$ cat src/rtl/alu_arb_pkg.sv
// Shared types and select widths for the two-requester ALU arbiter.
package alu_arb_pkg;

  localparam int N_REQ      = 2;
  localparam int MUX1_SEL_W = 1;
  localparam int MUX2_SEL_W = 2;
  localparam int OP_SEL_W   = 3;
  localparam int PC_SEL_W   = 1;

  typedef enum logic [1:0] {
    IDLE = 2'd0,
    EXEC = 2'd1,
    RESP = 2'd2
  } alu_arb_state_e;

  function automatic logic [N_REQ-1:0] idx_to_onehot(input logic idx);
    return idx ? 2'b10 : 2'b01;
  endfunction

endpackage

$ cat src/rtl/alu_arbiter_if.sv
// Request, shared-ALU and response bundle between two requesters, the arbiter and the ALU.
interface alu_arbiter_if #(
  parameter int W = 32,
  parameter int P = 12
);
  import alu_arb_pkg::*;

  // Handshakes: a beat transfers on a rising edge where valid and ready are both 1.
  // valid may drop before its transfer; ready never depends on a later cycle.
  logic [N_REQ-1:0]            req_valid;
  logic [N_REQ-1:0]            req_ready;
  logic [N_REQ*W-1:0]          req_opd1;
  logic [N_REQ*W-1:0]          req_opd2;
  logic [N_REQ*W-1:0]          req_opd3;
  logic [N_REQ*W-1:0]          req_opd4;
  logic [N_REQ*P-1:0]          req_pc;
  logic [N_REQ*MUX1_SEL_W-1:0] req_mux1_sel;
  logic [N_REQ*MUX2_SEL_W-1:0] req_mux2_sel;
  logic [N_REQ*OP_SEL_W-1:0]   req_op_sel;
  logic [N_REQ*PC_SEL_W-1:0]   req_pc_sel;

  logic [W-1:0]                alu_opd1;
  logic [W-1:0]                alu_opd2;
  logic [W-1:0]                alu_opd3;
  logic [W-1:0]                alu_opd4;
  logic [P-1:0]                alu_pc;
  logic [MUX1_SEL_W-1:0]       alu_mux1_select;
  logic [MUX2_SEL_W-1:0]       alu_mux2_select;
  logic [OP_SEL_W-1:0]         alu_op_select;
  logic [PC_SEL_W-1:0]         alu_pc_select;
  logic [W-1:0]                alu_result;
  logic [W-1:0]                comp_result;

  logic [N_REQ-1:0]            rsp_valid;
  logic [N_REQ-1:0]            rsp_ready;
  logic [W-1:0]                rsp_result;
  logic [W-1:0]                rsp_comp;

  modport slave (
    input  req_valid, req_opd1, req_opd2, req_opd3, req_opd4, req_pc,
           req_mux1_sel, req_mux2_sel, req_op_sel, req_pc_sel,
           alu_result, comp_result, rsp_ready,
    output req_ready, alu_opd1, alu_opd2, alu_opd3, alu_opd4, alu_pc,
           alu_mux1_select, alu_mux2_select, alu_op_select, alu_pc_select,
           rsp_valid, rsp_result, rsp_comp
  );

  modport master (
    output req_valid, req_opd1, req_opd2, req_opd3, req_opd4, req_pc,
           req_mux1_sel, req_mux2_sel, req_op_sel, req_pc_sel,
           alu_result, comp_result, rsp_ready,
    input  req_ready, alu_opd1, alu_opd2, alu_opd3, alu_opd4, alu_pc,
           alu_mux1_select, alu_mux2_select, alu_op_select, alu_pc_select,
           rsp_valid, rsp_result, rsp_comp
  );

endinterface

$ cat src/rtl/alu_arbiter_rr.sv
// Two-way round-robin grant: a lone requester wins, a tie goes to the one not served last.
module rr_arbiter_2 (
  input  logic [1:0] valid,
  input  logic [0:0] last,
  output logic [1:0] gnt,
  output logic       gnt_idx
);

  always_comb begin
    gnt = 2'b00;
    case (valid)
      2'b01:   gnt = 2'b01;
      2'b10:   gnt = 2'b10;
      2'b11:   gnt = last[0] ? 2'b01 : 2'b10;
      default: gnt = 2'b00;
    endcase
  end

  assign gnt_idx = gnt[1];

endmodule

$ cat src/rtl/alu_arbiter.sv
// Shares one external ALU between two requesters: grant, issue, capture, respond (3 cycles/op).
module alu_arbiter
  import alu_arb_pkg::*;
#(
  parameter int OPERAND_LENGTH = 32,
  parameter int PC_LENGTH      = 12
) (
  input  logic           clk,
  input  logic           rst_n,
  alu_arbiter_if.slave   bus,
  output alu_arb_state_e dbg_state
);

  localparam int W = OPERAND_LENGTH;
  localparam int P = PC_LENGTH;

  alu_arb_state_e        state;
  logic [0:0]            last_q;
  logic                  owner_q;
  logic [N_REQ-1:0]      gnt;
  logic                  gnt_idx;
  logic                  accept;
  logic                  rsp_fire;

  logic [W-1:0]          sel_opd1;
  logic [W-1:0]          sel_opd2;
  logic [W-1:0]          sel_opd3;
  logic [W-1:0]          sel_opd4;
  logic [P-1:0]          sel_pc;
  logic [MUX1_SEL_W-1:0] sel_mux1;
  logic [MUX2_SEL_W-1:0] sel_mux2;
  logic [OP_SEL_W-1:0]   sel_op;
  logic [PC_SEL_W-1:0]   sel_pcs;

  logic [W-1:0]          iss_opd1;
  logic [W-1:0]          iss_opd2;
  logic [W-1:0]          iss_opd3;
  logic [W-1:0]          iss_opd4;
  logic [P-1:0]          iss_pc;
  logic [MUX1_SEL_W-1:0] iss_mux1;
  logic [MUX2_SEL_W-1:0] iss_mux2;
  logic [OP_SEL_W-1:0]   iss_op;
  logic [PC_SEL_W-1:0]   iss_pcs;

  logic [N_REQ-1:0]      rsp_valid_q;
  logic [W-1:0]          rsp_result_q;
  logic [W-1:0]          rsp_comp_q;

  rr_arbiter_2 u_rr (
    .valid   (bus.req_valid),
    .last    (last_q),
    .gnt     (gnt),
    .gnt_idx (gnt_idx)
  );

  // Ready is held low during reset so no request looks accepted while the block is cleared.
  assign bus.req_ready = (state == IDLE && rst_n) ? gnt : '0;
  assign accept        = |(bus.req_valid & bus.req_ready);
  assign rsp_fire      = (state == RESP) && bus.rsp_ready[owner_q];

  always_comb begin
    sel_opd1 = bus.req_opd1[W-1:0];
    sel_opd2 = bus.req_opd2[W-1:0];
    sel_opd3 = bus.req_opd3[W-1:0];
    sel_opd4 = bus.req_opd4[W-1:0];
    sel_pc   = bus.req_pc[P-1:0];
    sel_mux1 = bus.req_mux1_sel[MUX1_SEL_W-1:0];
    sel_mux2 = bus.req_mux2_sel[MUX2_SEL_W-1:0];
    sel_op   = bus.req_op_sel[OP_SEL_W-1:0];
    sel_pcs  = bus.req_pc_sel[PC_SEL_W-1:0];
    if (gnt_idx) begin
      sel_opd1 = bus.req_opd1[2*W-1:W];
      sel_opd2 = bus.req_opd2[2*W-1:W];
      sel_opd3 = bus.req_opd3[2*W-1:W];
      sel_opd4 = bus.req_opd4[2*W-1:W];
      sel_pc   = bus.req_pc[2*P-1:P];
      sel_mux1 = bus.req_mux1_sel[2*MUX1_SEL_W-1:MUX1_SEL_W];
      sel_mux2 = bus.req_mux2_sel[2*MUX2_SEL_W-1:MUX2_SEL_W];
      sel_op   = bus.req_op_sel[2*OP_SEL_W-1:OP_SEL_W];
      sel_pcs  = bus.req_pc_sel[2*PC_SEL_W-1:PC_SEL_W];
    end
  end

  // The issue register is only written on accept, so the ALU inputs stay quiet in IDLE.
  always_ff @(posedge clk or negedge rst_n) begin
    if (!rst_n) begin
      state        <= IDLE;
      last_q       <= 1'b1;
      owner_q      <= 1'b0;
      iss_opd1     <= '0;
      iss_opd2     <= '0;
      iss_opd3     <= '0;
      iss_opd4     <= '0;
      iss_pc       <= '0;
      iss_mux1     <= '0;
      iss_mux2     <= '0;
      iss_op       <= '0;
      iss_pcs      <= '0;
      rsp_valid_q  <= '0;
      rsp_result_q <= '0;
      rsp_comp_q   <= '0;
    end else begin
      case (state)
        IDLE: begin
          if (accept) begin
            iss_opd1 <= sel_opd1;
            iss_opd2 <= sel_opd2;
            iss_opd3 <= sel_opd3;
            iss_opd4 <= sel_opd4;
            iss_pc   <= sel_pc;
            iss_mux1 <= sel_mux1;
            iss_mux2 <= sel_mux2;
            iss_op   <= sel_op;
            iss_pcs  <= sel_pcs;
            owner_q  <= gnt_idx;
            last_q   <= gnt_idx;
            state    <= EXEC;
          end
        end
        EXEC: begin
          rsp_result_q <= bus.alu_result;
          rsp_comp_q   <= bus.comp_result;
          rsp_valid_q  <= idx_to_onehot(owner_q);
          state        <= RESP;
        end
        RESP: begin
          if (rsp_fire) begin
            rsp_valid_q <= '0;
            state       <= IDLE;
          end
        end
        default: begin
          rsp_valid_q <= '0;
          state       <= IDLE;
        end
      endcase
    end
  end

  assign bus.alu_opd1        = iss_opd1;
  assign bus.alu_opd2        = iss_opd2;
  assign bus.alu_opd3        = iss_opd3;
  assign bus.alu_opd4        = iss_opd4;
  assign bus.alu_pc          = iss_pc;
  assign bus.alu_mux1_select = iss_mux1;
  assign bus.alu_mux2_select = iss_mux2;
  assign bus.alu_op_select   = iss_op;
  assign bus.alu_pc_select   = iss_pcs;

  assign bus.rsp_valid  = rsp_valid_q;
  assign bus.rsp_result = rsp_result_q;
  assign bus.rsp_comp   = rsp_comp_q;

  assign dbg_state = state;

endmodule

$ cat src/flat_wrapper.sv
// flat-port wrapper written by rule: the top's interface ports become plain ports
module alu_arbiter_flat import alu_arb_pkg::*;
#(
  parameter int OPERAND_LENGTH = 32,
  parameter int PC_LENGTH      = 12
)
  (clk, rst_n, dbg_state, bus_req_valid, bus_req_opd1, bus_req_opd2, bus_req_opd3, bus_req_opd4, bus_req_pc, bus_req_mux1_sel, bus_req_mux2_sel, bus_req_op_sel, bus_req_pc_sel, bus_alu_result, bus_comp_result, bus_rsp_ready, bus_req_ready, bus_alu_opd1, bus_alu_opd2, bus_alu_opd3, bus_alu_opd4, bus_alu_pc, bus_alu_mux1_select, bus_alu_mux2_select, bus_alu_op_select, bus_alu_pc_select, bus_rsp_valid, bus_rsp_result, bus_rsp_comp);
  alu_arbiter_if #(.W((32)), .P((12))) bus_i ();
  input  logic clk;
  input  logic rst_n;
  output alu_arb_state_e dbg_state;
  input wire logic [$bits(bus_i.req_valid)-1:0] bus_req_valid;
  input wire logic [$bits(bus_i.req_opd1)-1:0] bus_req_opd1;
  input wire logic [$bits(bus_i.req_opd2)-1:0] bus_req_opd2;
  input wire logic [$bits(bus_i.req_opd3)-1:0] bus_req_opd3;
  input wire logic [$bits(bus_i.req_opd4)-1:0] bus_req_opd4;
  input wire logic [$bits(bus_i.req_pc)-1:0] bus_req_pc;
  input wire logic [$bits(bus_i.req_mux1_sel)-1:0] bus_req_mux1_sel;
  input wire logic [$bits(bus_i.req_mux2_sel)-1:0] bus_req_mux2_sel;
  input wire logic [$bits(bus_i.req_op_sel)-1:0] bus_req_op_sel;
  input wire logic [$bits(bus_i.req_pc_sel)-1:0] bus_req_pc_sel;
  input wire logic [$bits(bus_i.alu_result)-1:0] bus_alu_result;
  input wire logic [$bits(bus_i.comp_result)-1:0] bus_comp_result;
  input wire logic [$bits(bus_i.rsp_ready)-1:0] bus_rsp_ready;
  output wire logic [$bits(bus_i.req_ready)-1:0] bus_req_ready;
  output wire logic [$bits(bus_i.alu_opd1)-1:0] bus_alu_opd1;
  output wire logic [$bits(bus_i.alu_opd2)-1:0] bus_alu_opd2;
  output wire logic [$bits(bus_i.alu_opd3)-1:0] bus_alu_opd3;
  output wire logic [$bits(bus_i.alu_opd4)-1:0] bus_alu_opd4;
  output wire logic [$bits(bus_i.alu_pc)-1:0] bus_alu_pc;
  output wire logic [$bits(bus_i.alu_mux1_select)-1:0] bus_alu_mux1_select;
  output wire logic [$bits(bus_i.alu_mux2_select)-1:0] bus_alu_mux2_select;
  output wire logic [$bits(bus_i.alu_op_select)-1:0] bus_alu_op_select;
  output wire logic [$bits(bus_i.alu_pc_select)-1:0] bus_alu_pc_select;
  output wire logic [$bits(bus_i.rsp_valid)-1:0] bus_rsp_valid;
  output wire logic [$bits(bus_i.rsp_result)-1:0] bus_rsp_result;
  output wire logic [$bits(bus_i.rsp_comp)-1:0] bus_rsp_comp;
  assign bus_i.req_valid = bus_req_valid;
  assign bus_i.req_opd1 = bus_req_opd1;
  assign bus_i.req_opd2 = bus_req_opd2;
  assign bus_i.req_opd3 = bus_req_opd3;
  assign bus_i.req_opd4 = bus_req_opd4;
  assign bus_i.req_pc = bus_req_pc;
  assign bus_i.req_mux1_sel = bus_req_mux1_sel;
  assign bus_i.req_mux2_sel = bus_req_mux2_sel;
  assign bus_i.req_op_sel = bus_req_op_sel;
  assign bus_i.req_pc_sel = bus_req_pc_sel;
  assign bus_i.alu_result = bus_alu_result;
  assign bus_i.comp_result = bus_comp_result;
  assign bus_i.rsp_ready = bus_rsp_ready;
  assign bus_req_ready = bus_i.req_ready;
  assign bus_alu_opd1 = bus_i.alu_opd1;
  assign bus_alu_opd2 = bus_i.alu_opd2;
  assign bus_alu_opd3 = bus_i.alu_opd3;
  assign bus_alu_opd4 = bus_i.alu_opd4;
  assign bus_alu_pc = bus_i.alu_pc;
  assign bus_alu_mux1_select = bus_i.alu_mux1_select;
  assign bus_alu_mux2_select = bus_i.alu_mux2_select;
  assign bus_alu_op_select = bus_i.alu_op_select;
  assign bus_alu_pc_select = bus_i.alu_pc_select;
  assign bus_rsp_valid = bus_i.rsp_valid;
  assign bus_rsp_result = bus_i.rsp_result;
  assign bus_rsp_comp = bus_i.rsp_comp;
  alu_arbiter #(.OPERAND_LENGTH(OPERAND_LENGTH), .PC_LENGTH(PC_LENGTH)) u_core (.clk(clk), .rst_n(rst_n), .bus(bus_i), .dbg_state(dbg_state));
endmodule
$ cat config.mk
export PLATFORM = sky130hd
export DESIGN_NAME = alu_arbiter_flat
export DESIGN_NICKNAME = d
export VERILOG_FILES = /design/src/rtl/alu_arb_pkg.sv /design/src/rtl/alu_arbiter_if.sv /design/src/rtl/alu_arbiter_rr.sv /design/src/rtl/alu_arbiter.sv /design/src/flat_wrapper.sv
export SDC_FILE = /design/constraint.sdc
export NUM_CORES = 1
export LEC_CHECK = 0
export BUFFER_PORTS_ARGS = -buffer_cell sky130_fd_sc_hd__buf_2
export CAP_MARGIN = 20
export CORE_AREA = 2 2 225 227
export CTS_BUF_LIST = sky130_fd_sc_hd__clkbuf_2 sky130_fd_sc_hd__clkbuf_4 sky130_fd_sc_hd__clkbuf_8
export DETAILED_ROUTE_END_ITERATION = 6
export DIE_AREA = 0 0 227 229
export MAX_ROUTING_LAYER = met4
export PLACE_DENSITY_LB_ADDON = 0.15
export SYNTH_ARGS = -nofsm -noshare
export SYNTH_HDL_FRONTEND = slang
export SYNTH_SLANG_ARGS = --single-unit
$ cat constraint.sdc
create_clock -name clk -period 1.7 [get_ports clk]
set_input_delay 0.255 -clock clk [delete_from_list [all_inputs] [get_ports clk]]
set_output_delay 0.255 -clock clk [all_outputs]
set_load 0.05 [all_outputs]
==> summary.txt, run 1 <==
Placed design
  • DP Area: roughly 14000 um^2
  • I/O Buffers: 580
  • Post-Place Cells: around 2200
  • RD Place Congestion: 0.776
  • Post-placement setup slack: -0.127 ns
  • DP HPWL: 32000 um

Global route
  • GRT Max-Usage Layer: met2
  • M1 GR Usage: 0.224
  • Vias in the first global route: 13200
  • Met3 Resource Use GR: 0.0487
  • Met2 Resource Use GR: 0.343
  • Initial antenna violation count: 4
  • GRT Resource Usage Total: 0.199
  • Remaining Overflow, GRT: 0
  • Largest net degree at the start of global routing: 93
  • First-pass GRT wire length: 76800 um

Synthesis
  • Sequential area share after synthesis: 0.548
  • FFs w/ async S/R, synth: 1.00
  • Share of the synthesized area in the top cell type: 0.546
  • Syn Inst Count: 998
  • Avg Cell Area, Syn: approximately 9.9 um^2
  • Number of library cell types mapped by synthesis: 22
  • Syn nets: around 1400
  • Synth area leader: dfrtp_1
  • Number of synthesized flops with an enable pin: 0
  • Top cells by area, synth: dfrtp_1 55%, o31ai_1 11%, o21ai_0 7.5%
  • Synth Register Bits: 217
  • Synth Cell Area: 9910 um^2
  • Top FF cell, synth: dfrtp_1
  • Yosys warns: 0

Timing
  • Final worst path period share: 1.30
  • Final TNS setup: -46.78 ns
  • RSZ-0062 raised after global routing: yes
  • Max Clock Freq: 0.454 GHz
  • Final Max Tran Viols: 0
  • Fin Clk Skew: 0.0269 ns
  • Fin crit period: 2.20 ns
  • Final Hold Viols: 0
  • Worst rel slew slack: 0.516
  • Hold_ws: 0.0497 ns
  • # setup viols final: 150
  • Worst setup margin: -0.503 ns
  • Worst Tran Pin Value: 0.726 ns

Pwr
  • Leakage: 9.43 nW
  • Power Density: 1860 nW/um^2
  • Total power after layout: 39.0 mW
  • Max IR drop VDD: 1070 uV

Clock tree
  • Root buf cell: clkbuf_8
  • Clock-pin slew on the worst setup and hold paths: 0.05 ns
  • Skew-Pair Late Insertion Delay: 0.60 ns
  • H-tree Lvls: 2
  • CTS Sinks: 217
  • Max Root-Sink Buffers: 3
  • CTS tree: yes
  • TritonCTS Buffers: 43

Critical path
  • Critical path peak fanout: 2
  • Crit Reg-Reg Endpoint: u_core.bus.alu_opd2[16]$_DFFE_PN0P_
  • Delay-heaviest family, CP: simple AND/OR/NAND/NOR gates
  • FF-to-FF path depth: 8
  • Critical Path, Cell by Cell: or3b_4 > or2_4 > a21oi_4 > buf_12
  • FF-to-FF setup slack: -0.42 ns
  • WP buf/inv: 1
  • Worst path max stage delay: 0.40 ns
  • CP Launch Type: flop
  • Worst EP required: 1.44 ns
  • Worst path slowest cell: dfrtp_2
  • CP Capture Type: primary output
  • Crit path DAT: between 1.5 and 2 ns
  • Crit Path Class: reg -> out
  • Reg-to-reg critical path startpoint: u_core.dbg_state[0]$_DFFE_PN0P_

Flow run
  • Max-cap violations: 0

Cells and area
  • Util after Layout: 0.423
  • Nets: 2300
  • Most frequent cells in the layout: 575 x buf_2, 318 x dlygate4sd3_1, 214 x dfrtp_1, 147 x nor2_1, 147 x a21oi_1
  • Fill cells: 4843
  • Layout cell share with drive strength beyond 1: 0.502
  • Layout Cells excl Fill: approximately 2600
  • Finished Cell Area: 21000 um^2
  • Most common cell after layout, fill and taps aside: buf_2
  • Area grow syn2layout: 112%

Floorplan
  • Area of the core: about 50000 um^2
  • # IOs: 581
  • Initial core utilization: 0.200
  • Die X: 227 um
  • Die Span Y: 229 um
  • Die area: 52000 um^2
  • # rows: 82

Routing
  • Wire per inst: 19.9 um
  • Drt initial violations: 503
  • DRC: 6
  • Vias: 12000
  • Post-route ant nets: 0
  • Vias per cell: between 4 and 5
  • WL final: 52500 um
  • First-pass iteration count of the detailed router: 7

Status
  • Failing checks: design-rule violations, negative setup slack
  • Status: finished, violations left

Worst hold path
  • Worst hold path class: in -> reg
  • Cell depth of the worst hold path: 3
  • Hold Crit Endpoint: u_core.bus.alu_opd2[12]$_DFFE_PN0P_
  • Min-delay src: bus_req_opd2[12]
-- where the power goes --
part | switching [mW] | leakage (nW) | internal [mW]
combinational | 16.4 | 6.32 | 7.76
clock | 2.45 | 0.476 | 3.25
sequential | 1.33 | 2.64 | 7.78
total | 20.2 | 9.43 | 18.8
-- what timing repair did --
item / CTS / global route
hold buffers: 318 / 0
resized for setup: 277 / 133
buffers inserted: 22 / 5
pin swaps: 5 / 4
gates cloned: 21 / 3
setup endpoints to repair: 150 / 152
hold endpoints to repair: 340 / 0
-- synth_stat cells (all sizes together), types with 2 or more instances --
cell / instances
dfrtp: 216
nor2: 149
o21ai: 149
a21oi: 148
o31ai: 147
clkbuf: 94
mux2: 64
buf: 13
inv: 3
mux2i: 2
nand2b: 2
o2bb2ai: 2
-- final cells by class --
cell class	count	area, um^2	area share
repair buffers	1000	7910	0.377
multi-input cells	671	5890	0.281
flip-flops and latches	217	5430	0.259
well taps	672	841	0.0401
clock buffers	63	786	0.0374
clock inverters	10	106	0.00507
diodes	5	12.5	0.000596
inverters	3	11.3	0.000536
-- worst register-to-register path, delay by kind of cell, from the launching register on --
family / cells / cell delay, ns
AO/OA/AOI/OAI: 1 / 0.20
buffers and inverters: 5 / 0.77
flip-flops: 1 / 0.40
AND/OR/NAND/NOR: 2 / 0.66
-- per-layer routing --
metal / wire (um) / up-vias
met1: 21000 / 5943
met5: 0 / -
met3: 3420 / 101
met2: 26400 / 452
met4: 1680 / 0
li1: - / 5526
-- how the worst max path moves through the flow --
| stage | startpoint | end | slack [ns] | cells after the start |
|---|---|---|---|---|
| 5_1_grt | u_core.dbg_state[0]$_DFFE_PN0P_ | bus_req_ready[1] | -0.60 | 4 |
| 3_5_place_dp | u_core.dbg_state[1]$_DFFE_PN0P_ | u_core.bus.alu_pc[7]$_DFFE_PN0P_ | -0.13 | 4 |
| 3_3_place_gp | u_core.dbg_state[1]$_DFFE_PN0P_ | u_core.bus.alu_pc[9]$_DFFE_PN0P_ | -0.11 | 4 |
| 6_report | u_core.dbg_state[0]$_DFFE_PN0P_ | bus_req_ready[1] | -0.50 | 4 |
| 2_1_floorplan | u_core.dbg_state[1]$_DFFE_PN0P_ | bus_req_ready[1] | -0.41 | 6 |
| 4_1_cts | u_core.dbg_state[0]$_DFFE_PN0P_ | bus_req_ready[1] | -0.59 | 4 |
-- cells by family after synthesis --
logic type,Yosys count,synth area share
multiplexers,66,0.0748
buffers and inverters,110,0.0503
flip-flops,217,0.548
AO/OA/AOI/OAI,450,0.267
AND/OR/NAND/NOR,155,0.0602
-- registers in the layout (all words and copies together), names as in the netlist, 3 cells and up --
register	cells
u_core.bus.rsp_result	32
u_core.bus.alu_opd2	32
u_core.bus.alu_op_select	3
u_core.bus.alu_opd3	32
u_core.bus.alu_opd4	32
u_core.bus.alu_opd1	32
u_core.bus.rsp_comp	32
u_core.bus.alu_pc	12
(Power assumes the default switching activity.)
==> run 2: changes to the inputs <==
==> constraint.sdc (replaced) <==
create_clock -name clk -period 2.75 [get_ports clk]
set_input_delay 0.4125 -clock clk [delete_from_list [all_inputs] [get_ports clk]]
set_output_delay 0.4125 -clock clk [all_outputs]
set_load 0.05 [all_outputs]
==> run 2 against run 1 <==
Effect of this change: the run ends with design-rule violations left; hold slack better by 0.024 ns; wire length down 15%; first-iteration DRC count decreased by 4.6%; clock power shrank 40%; setup slack better by 0.62 ns; global-route usage decreased by 2.8 points; die area stayed put; largest cell class is now registers; core utilization decreased by 12 points; critical path type is now in -> out; clock skew up 0.0082 ns; sequential cell count stayed put.
==> summary.txt, run 2 (synthesis gave the netlist of run 1 again) <==
Status
  • Status: finished, violations left (unchanged)
  • Failing checks: design-rule violations (was design-rule violations, negative setup slack)

Floorplan
  • # rows: 82 (unchanged)
  • Area of the core: 49700 um^2 (unchanged)
  • Initial core utilization: 0.200 (unchanged)
  • Die X: 227 um (unchanged)
  • Die Span Y: 229 um (unchanged)
  • # IOs: 581 (unchanged)
  • Die area: 52000 um^2 (unchanged)

Cells and area
  • Area grow syn2layout: 49.9% (was 112%)
  • Fill cells: 5416 (was 4843)
  • Util after Layout: 0.299 (was 0.423)
  • Nets: 1946 (was 2300)
  • Most frequent cells in the layout: 578 x buf_2, 216 x dfrtp_1, 149 x o21ai_0, 148 x nor2_1 (was 575 x buf_2, 318 x dlygate4sd3_1, 214 x dfrtp_1, 147 x nor2_1, 147 x a21oi_1)
  • Layout cell share with drive strength beyond 1: 0.463 (was 0.502)
  • Most common cell after layout, fill and taps aside: buf_2 (unchanged)

Global route
  • First-pass GRT wire length: 66300 um (was 76800 um)
  • Vias in the first global route: 10800 (was 13200)
  • Largest net degree at the start of global routing: 148 (was 93)
  • Initial antenna violation count: 18 (was 4)
  • Remaining Overflow, GRT: 0 (unchanged)
  • GRT Resource Usage Total: 0.171 (was 0.199)

Routing
  • Drt initial violations: 480 (was 503)
  • Wire per inst: 19.4 um (was 19.9 um)
  • Vias: 10300 (was 12000)
  • WL final: 44800 um (was 52500 um)
  • Post-route ant nets: 0 (unchanged)
  • First-pass iteration count of the detailed router: 7 (unchanged)
  • DRC: 3 (was 6)
  • Vias per cell: 4.47 (was 4.55)

Clock tree
  • Root buf cell: clkbuf_8 (unchanged)
  • Clock-pin slew on the worst setup and hold paths: 0.06 ns (was 0.05 ns)
  • Max Root-Sink Buffers: 3 (unchanged)
  • CTS tree: yes (unchanged)
  • H-tree Lvls: 2 (unchanged)
  • TritonCTS Buffers: 43 (unchanged)
  • CTS resizes: 0 (was 277)
  • Skew-Pair Late Insertion Delay: 0.59 ns (was 0.60 ns)
  • CTS Sinks: 217 (unchanged)

Critical path
  • Crit Path Class: in -> out (was reg -> out)
  • Crit Reg-Reg Endpoint: u_core.bus.alu_pc[1]$_DFFE_PN0P_ (was u_core.bus.alu_opd2[16]$_DFFE_PN0P_)
  • Crit path DAT: 2.23 ns (was 1.95 ns)
  • CP Capture Type: primary output (unchanged)
  • CP Launch Type: primary input (was flop)
  • FF-to-FF setup slack: 0.64 ns (was -0.42 ns)
  • Critical path peak fanout: 4 (was 2)
  • Critical Path, Cell by Cell: dlygate4sd3_1 > buf_8 > or3b_4 > or2_4 > a21oi_2 > buf_2 (was or3b_4 > or2_4 > a21oi_4 > buf_12)
  • FF-to-FF path depth: 4 (was 8)
  • Reg-to-reg critical path startpoint: u_core.dbg_state[0]$_DFFE_PN0P_ (unchanged)
  • Worst path max stage delay: 0.58 ns (was 0.40 ns)
  • Worst EP required: 2.34 ns (was 1.44 ns)
  • Worst path slowest cell: dlygate4sd3_1 (was dfrtp_2)

Pwr
  • Power Density: 1370 nW/um^2 (was 1860 nW/um^2)
  • Max IR drop VDD: 538 uV (was 1070 uV)
  • Leakage: 7.11 nW (was 9.43 nW)

Worst hold path
  • Worst hold path class: in -> reg (unchanged)
  • Min-delay src: bus_comp_result[17] (was bus_req_opd2[12])
  • Cell depth of the worst hold path: 2 (was 3)
  • Hold Crit Endpoint: u_core.bus.rsp_comp[17]$_DFFE_PN0N_ (was u_core.bus.alu_opd2[12]$_DFFE_PN0P_)

Timing
  • Max Clock Freq: about 0.38 GHz
  • Worst Tran Pin Value: 0.885 ns (was 0.726 ns)
  • Fin Clk Skew: 0.0351 ns (was 0.0269 ns)
  • Worst rel slew slack: 0.410 (was 0.516)
  • Final Max Tran Viols: 0 (unchanged)
  • Final TNS setup: 0 ns (was -46.78 ns)
  • Final worst path period share: 0.959
  • Final Hold Viols: 0 (unchanged)
  • # setup viols final: 0 (was 150)
  • RSZ-0062 raised after global routing: no (was yes)
  • Fin crit period: about 2.6 ns

Placed design
  • DP HPWL: 30400 um (was 32000 um)
  • RD Place Congestion: 0.782 (was 0.776)
  • I/O Buffers: 580 (unchanged)

Flow run
  • Max-cap violations: 0 (unchanged)
[run 2: changes by cell type in the layout (fill, tap and decap cells not counted), moves of 24 or more]
cell / previous run / this run
o31ai_4: 123 / 0
o21ai_1: 45 / 0
buf_12: 41 / 8
o31ai_2: 24 / 0
dlygate4sd3_1: 318 / 47
o21ai_0: 98 / 149
o31ai_1: 0 / 147
[run 2: layout make-up]
cell class	count	area, um^2	area share
tap	672	841	0.0566
antenna	19	47.5	0.00320
clock buffer	68	842	0.0567
multi-input combinational	671	4020	0.270
sequential	217	5430	0.366
inverter	3	11.3	0.000758
timing repair buffer	646	3630	0.244
clock inverter	5	31.3	0.00211
[run 2: worst max-delay path by stage]
stage                               startpoint                                   to  slack [ns]  depth (start not counted)
2_1_floorplan  u_core.dbg_state[0]$_DFFE_PN0P_                     bus_req_ready[1]        0.14                          6
3_5_place_dp                             rst_n  u_core.bus.alu_opd4[18]$_DFFE_PN0P_        0.61                          5
5_1_grt        u_core.dbg_state[0]$_DFFE_PN0P_                     bus_req_ready[1]        0.03                          4
3_3_place_gp                             rst_n  u_core.bus.alu_opd2[21]$_DFFE_PN0P_        0.65                          5
6_report                                 rst_n                     bus_req_ready[1]        0.11                          6
4_1_cts        u_core.dbg_state[0]$_DFFE_PN0P_                     bus_req_ready[1]        0.05                          4
[run 2: layer usage]
layer  global-route usage  part of all wire  routed length [um]
met5                    -                 0                   0
met2                0.280              0.48               21600
met1                0.194              0.40               17700
met3               0.0652              0.10                4520
met4               0.0484             0.021                 947
[run 2: timing repair]
action	CTS	global route
hold buffers	47	0
endpoints found under the hold margin	209	0
setup buffers	0	0
[run 2: per-stage QoR]
stage	worst slack, ns	hold slack (ns)	instances	power (mW)	cell area, um^2
2_1_floorplan	0.138	0.117	998	13.8	9910
5_1_grt	0.0282	0.0152	2300	21.5	14800
3_3_place_gp	0.647	0.481	2162	17.0	13500
3_5_place_dp	0.612	0.487	2162	17.0	13500
4_1_cts	0.0452	0.000425	2282	20.6	14800
6_report	0.112	0.0733	2301	20.3	14800
[run 2: critical path: cells and delay by family]
| family | cells | cell delay [ns] |
|---|---|---|
| AND/OR/NAND/NOR | 2 | 0.69 |
| buffers and inverters | 3 | 1.01 |
| AO/OA/AOI/OAI | 1 | 0.10 |
[run 2: where the power goes]
group | internal [mW] | switching, mW | total, mW
Combinational | 2.67 | 8.61 | 11.3
Sequential | 4.81 | 0.799 | 5.61
Clock | 1.93 | 1.49 | 3.42
Total | 9.41 | 10.9 | 20.3
==> run 3: changes to the inputs <==
==> constraint.sdc (replaced) <==
create_clock -name clk -period 2.8 [get_ports clk]
set_input_delay 0.42 -clock clk [delete_from_list [all_inputs] [get_ports clk]]
set_output_delay 0.42 -clock clk [all_outputs]
set_load 0.05 [all_outputs]
==> run 3 against run 2 <==
Effect of this change: the flow now finishes without violations; critical path depth did not move; register-to-register slack about the same; largest power group unchanged; clock skew is 0.016 ns lower.
==> summary.txt, run 3 (synthesis gave the netlist of run 1 again) <==
Status
  • Status: completed (was finished, violations left)

Critical path
  • Delay-heaviest family, CP: buffers and inverters (unchanged)
  • CP Capture Type: primary output (unchanged)
  • Crit path DAT: 2.22 ns (was 2.23 ns)
  • Worst EP required: 2.38 ns (was 2.34 ns)
  • Critical path peak fanout: 4 (unchanged)
  • Worst path max stage delay: 0.59 ns (was 0.58 ns)
  • Critical Path, Cell by Cell: dlygate4sd3_1 > buf_8 > or3b_4 > or2_4 > a21oi_2 > buf_2 (unchanged)
  • CP Launch Type: primary input (unchanged)
  • WP buf/inv: 3 (unchanged)
  • Worst path slowest cell: dlygate4sd3_1 (unchanged)
  • Crit Path Class: in -> out (unchanged)

Timing
  • Worst setup margin: 0.161 ns (was 0.112 ns)
  • # setup viols final: 0 (unchanged)
  • Worst rel slew slack: 0.330 (was 0.410)
  • Final TNS setup: 0 ns (unchanged)
  • RSZ-0062 raised after global routing: no (unchanged)
  • Hold_ws: 0.0686 ns (was 0.0733 ns)
  • Worst Tran Pin Value: 1.00 ns (was 0.885 ns)
  • Max Clock Freq: about 0.38 GHz
  • Fin crit period: between 2 and 3 ns
  • Final Hold Viols: 0 (unchanged)
  • Final Max Tran Viols: 0 (unchanged)
  • Fin Clk Skew: 0.0187 ns (was 0.0351 ns)
  • Final worst path period share: 0.943

Routing
  • Post-route ant nets: 0 (unchanged)
  • DRC: 0 (was 3)
  • WL final: 45900 um (was 44800 um)
  • Wire per inst: 19.9 um (was 19.4 um)
  • First-pass iteration count of the detailed router: 4 (was 7)
  • Vias per cell: 4.48 (was 4.47)
  • Drt initial violations: 473 (was 480)
  • Vias: 10300 (about the same)

Placed design
  • DP HPWL: 31600 um (was 30400 um)
  • RD Place Congestion: 0.805 (was 0.782)
  • I/O Buffers: 580 (unchanged)
  • Post-placement setup slack: 0.655 ns (was 0.612 ns)

Pwr
  • Leakage: 7.12 nW (was 7.11 nW)
  • Clk network pwr share: 0.174 (was 0.168)
  • Power Density: 1360 nW/um^2 (was 1370 nW/um^2)
  • Int Pwr: 9.41 mW (about the same)
  • Sequential Power Share: 0.273 (was 0.276)
  • Sw frac: 0.533 (was 0.537)
  • Max IR drop VDD: 454 uV (was 538 uV)
  • Part of the power in combinational logic: 0.553 (was 0.555)
  • NetSw: 10.8 mW (was 10.9 mW)

Clock tree
  • H-tree Lvls: 2 (unchanged)
  • TritonCTS Buffers: 45 (was 43)
  • Clock-pin slew on the worst setup and hold paths: 0.06 ns (about the same)
  • CTS Sinks: 217 (unchanged)
  • CTS resizes: 0 (unchanged)
  • Skew-Pair Late Insertion Delay: 0.59 ns (about the same)
  • CTS tree: yes (unchanged)
  • Max Root-Sink Buffers: 3 (unchanged)
  • Root buf cell: clkbuf_8 (unchanged)

Cells and area
  • Most common cell after layout, fill and taps aside: buf_2 (unchanged)
  • Util after Layout: 0.300 (was 0.299)
  • Nets: 1944 (was 1946)
  • Layout cell share with drive strength beyond 1: 0.470 (was 0.463)
  • Area grow syn2layout: 50.1% (was 49.9%)
  • Fill cells: 5424 (was 5416)
  • Most frequent cells in the layout: 578 x buf_2, 216 x dfrtp_1, 149 x o21ai_0, 148 x nor2_1 (unchanged)

Global route
  • Largest net degree at the start of global routing: 148 (unchanged)
  • Remaining Overflow, GRT: 0 (unchanged)
  • First-pass GRT wire length: 67500 um (was 66300 um)
  • Vias in the first global route: 10800 (about the same)
  • GRT Resource Usage Total: 0.175 (was 0.171)
  • Initial antenna violation count: 24 (was 18)

Floorplan
  • Initial core utilization: 0.200 (unchanged)
  • Die X: 227 um (unchanged)
  • # IOs: 581 (unchanged)
  • Die area: 52000 um^2 (unchanged)
  • Area of the core: 49700 um^2 (unchanged)
  • Die Span Y: 229 um (unchanged)
  • # rows: 82 (unchanged)

Flow run
  • Max-cap violations: 0 (unchanged)

Worst hold path
  • Worst hold path class: in -> reg (unchanged)
run 3: worst paths after layout:
| path | slack [ns] | from | endpoint | cells after the start |
|---|---|---|---|---|
| max in group asynchronous | 0.98 | rst_n | u_core.bus.alu_opd4[0]$_DFFE_PN0P_ | 4 |
| worst min-delay path | 0.07 | bus_alu_result[8] | u_core.bus.rsp_result[8]$_DFFE_PN0N_ | 2 |
| worst max register to register | 0.65 | u_core.dbg_state[0]$_DFFE_PN0P_ | u_core.bus.alu_opd3[13]$_DFFE_PN0P_ | 4 |
| worst min register to register | 0.49 | u_core.bus.rsp_result[4]$_DFFE_PN0N_ | u_core.bus.rsp_result[4]$_DFFE_PN0N_ | 1 |
| min in group asynchronous | 0.53 | rst_n | u_core.bus.alu_opd2[5]$_DFFE_PN0P_ | 3 |
| worst max-delay path | 0.16 | rst_n | bus_req_ready[1] | 6 |
run 3: what timing repair did:
action	4_1_cts	5_1_grt
buffers inserted	0	0
hold buffers	34	0
hold endpoints to repair	65	0
run 3: worst register-to-register path, delay by kind of cell, from the launching register on:
| kind | cells | cell delay (ns) |
|---|---|---|
| AO/OA/AOI/OAI | 1 | 0.51 |
| buffers and inverters | 1 | 0.35 |
| flip-flops | 1 | 0.45 |
| AND/OR/NAND/NOR | 2 | 0.72 |
run 3: area by class of cell:
| type | instances | area, um^2 | area share |
|---|---|---|---|
| tap | 672 | 841 | 0.0565 |
| clock inverter | 8 | 101 | 0.00681 |
| multi-input combinational | 671 | 4020 | 0.270 |
| timing repair buffer | 642 | 3600 | 0.242 |
| inverter | 3 | 11.3 | 0.000757 |
| antenna | 24 | 60.1 | 0.00404 |
| sequential | 217 | 5430 | 0.365 |
| clock buffer | 67 | 810 | 0.0544 |
run 3: power groups by stage:
stage | logic, mW | registers [mW] | clock network (mW)
3_5_place_dp | 11.3 | 5.55 | 0
3_3_place_gp | 11.2 | 5.51 | 0
4_1_cts | 11.3 | 5.53 | 3.67
6_report | 11.1 | 5.51 | 3.51
2_1_floorplan | 2.52 | 11.0 | 0
5_1_grt | 11.8 | 5.74 | 3.81
run 3: through the flow:
step / std cells / power, mW / instance area, um^2
global route: 2304 / 21.3 / 14900
global placement: 2171 / 16.7 / 13600
floorplan: 998 / 13.5 / 9910
detailed placement: 2171 / 16.8 / 13600
finish: 2304 / 20.2 / 14900
CTS: 2280 / 20.5 / 14800
run 3: metal layers:
metal | up-vias | track usage | share of wire
li1 | 4804 | - | -
met1 | 5003 | 0.198 | 0.39
met2 | 445 | 0.282 | 0.48
met3 | 72 | 0.0706 | 0.11
met4 | 0 | 0.0556 | 0.026
met5 | - | - | 0
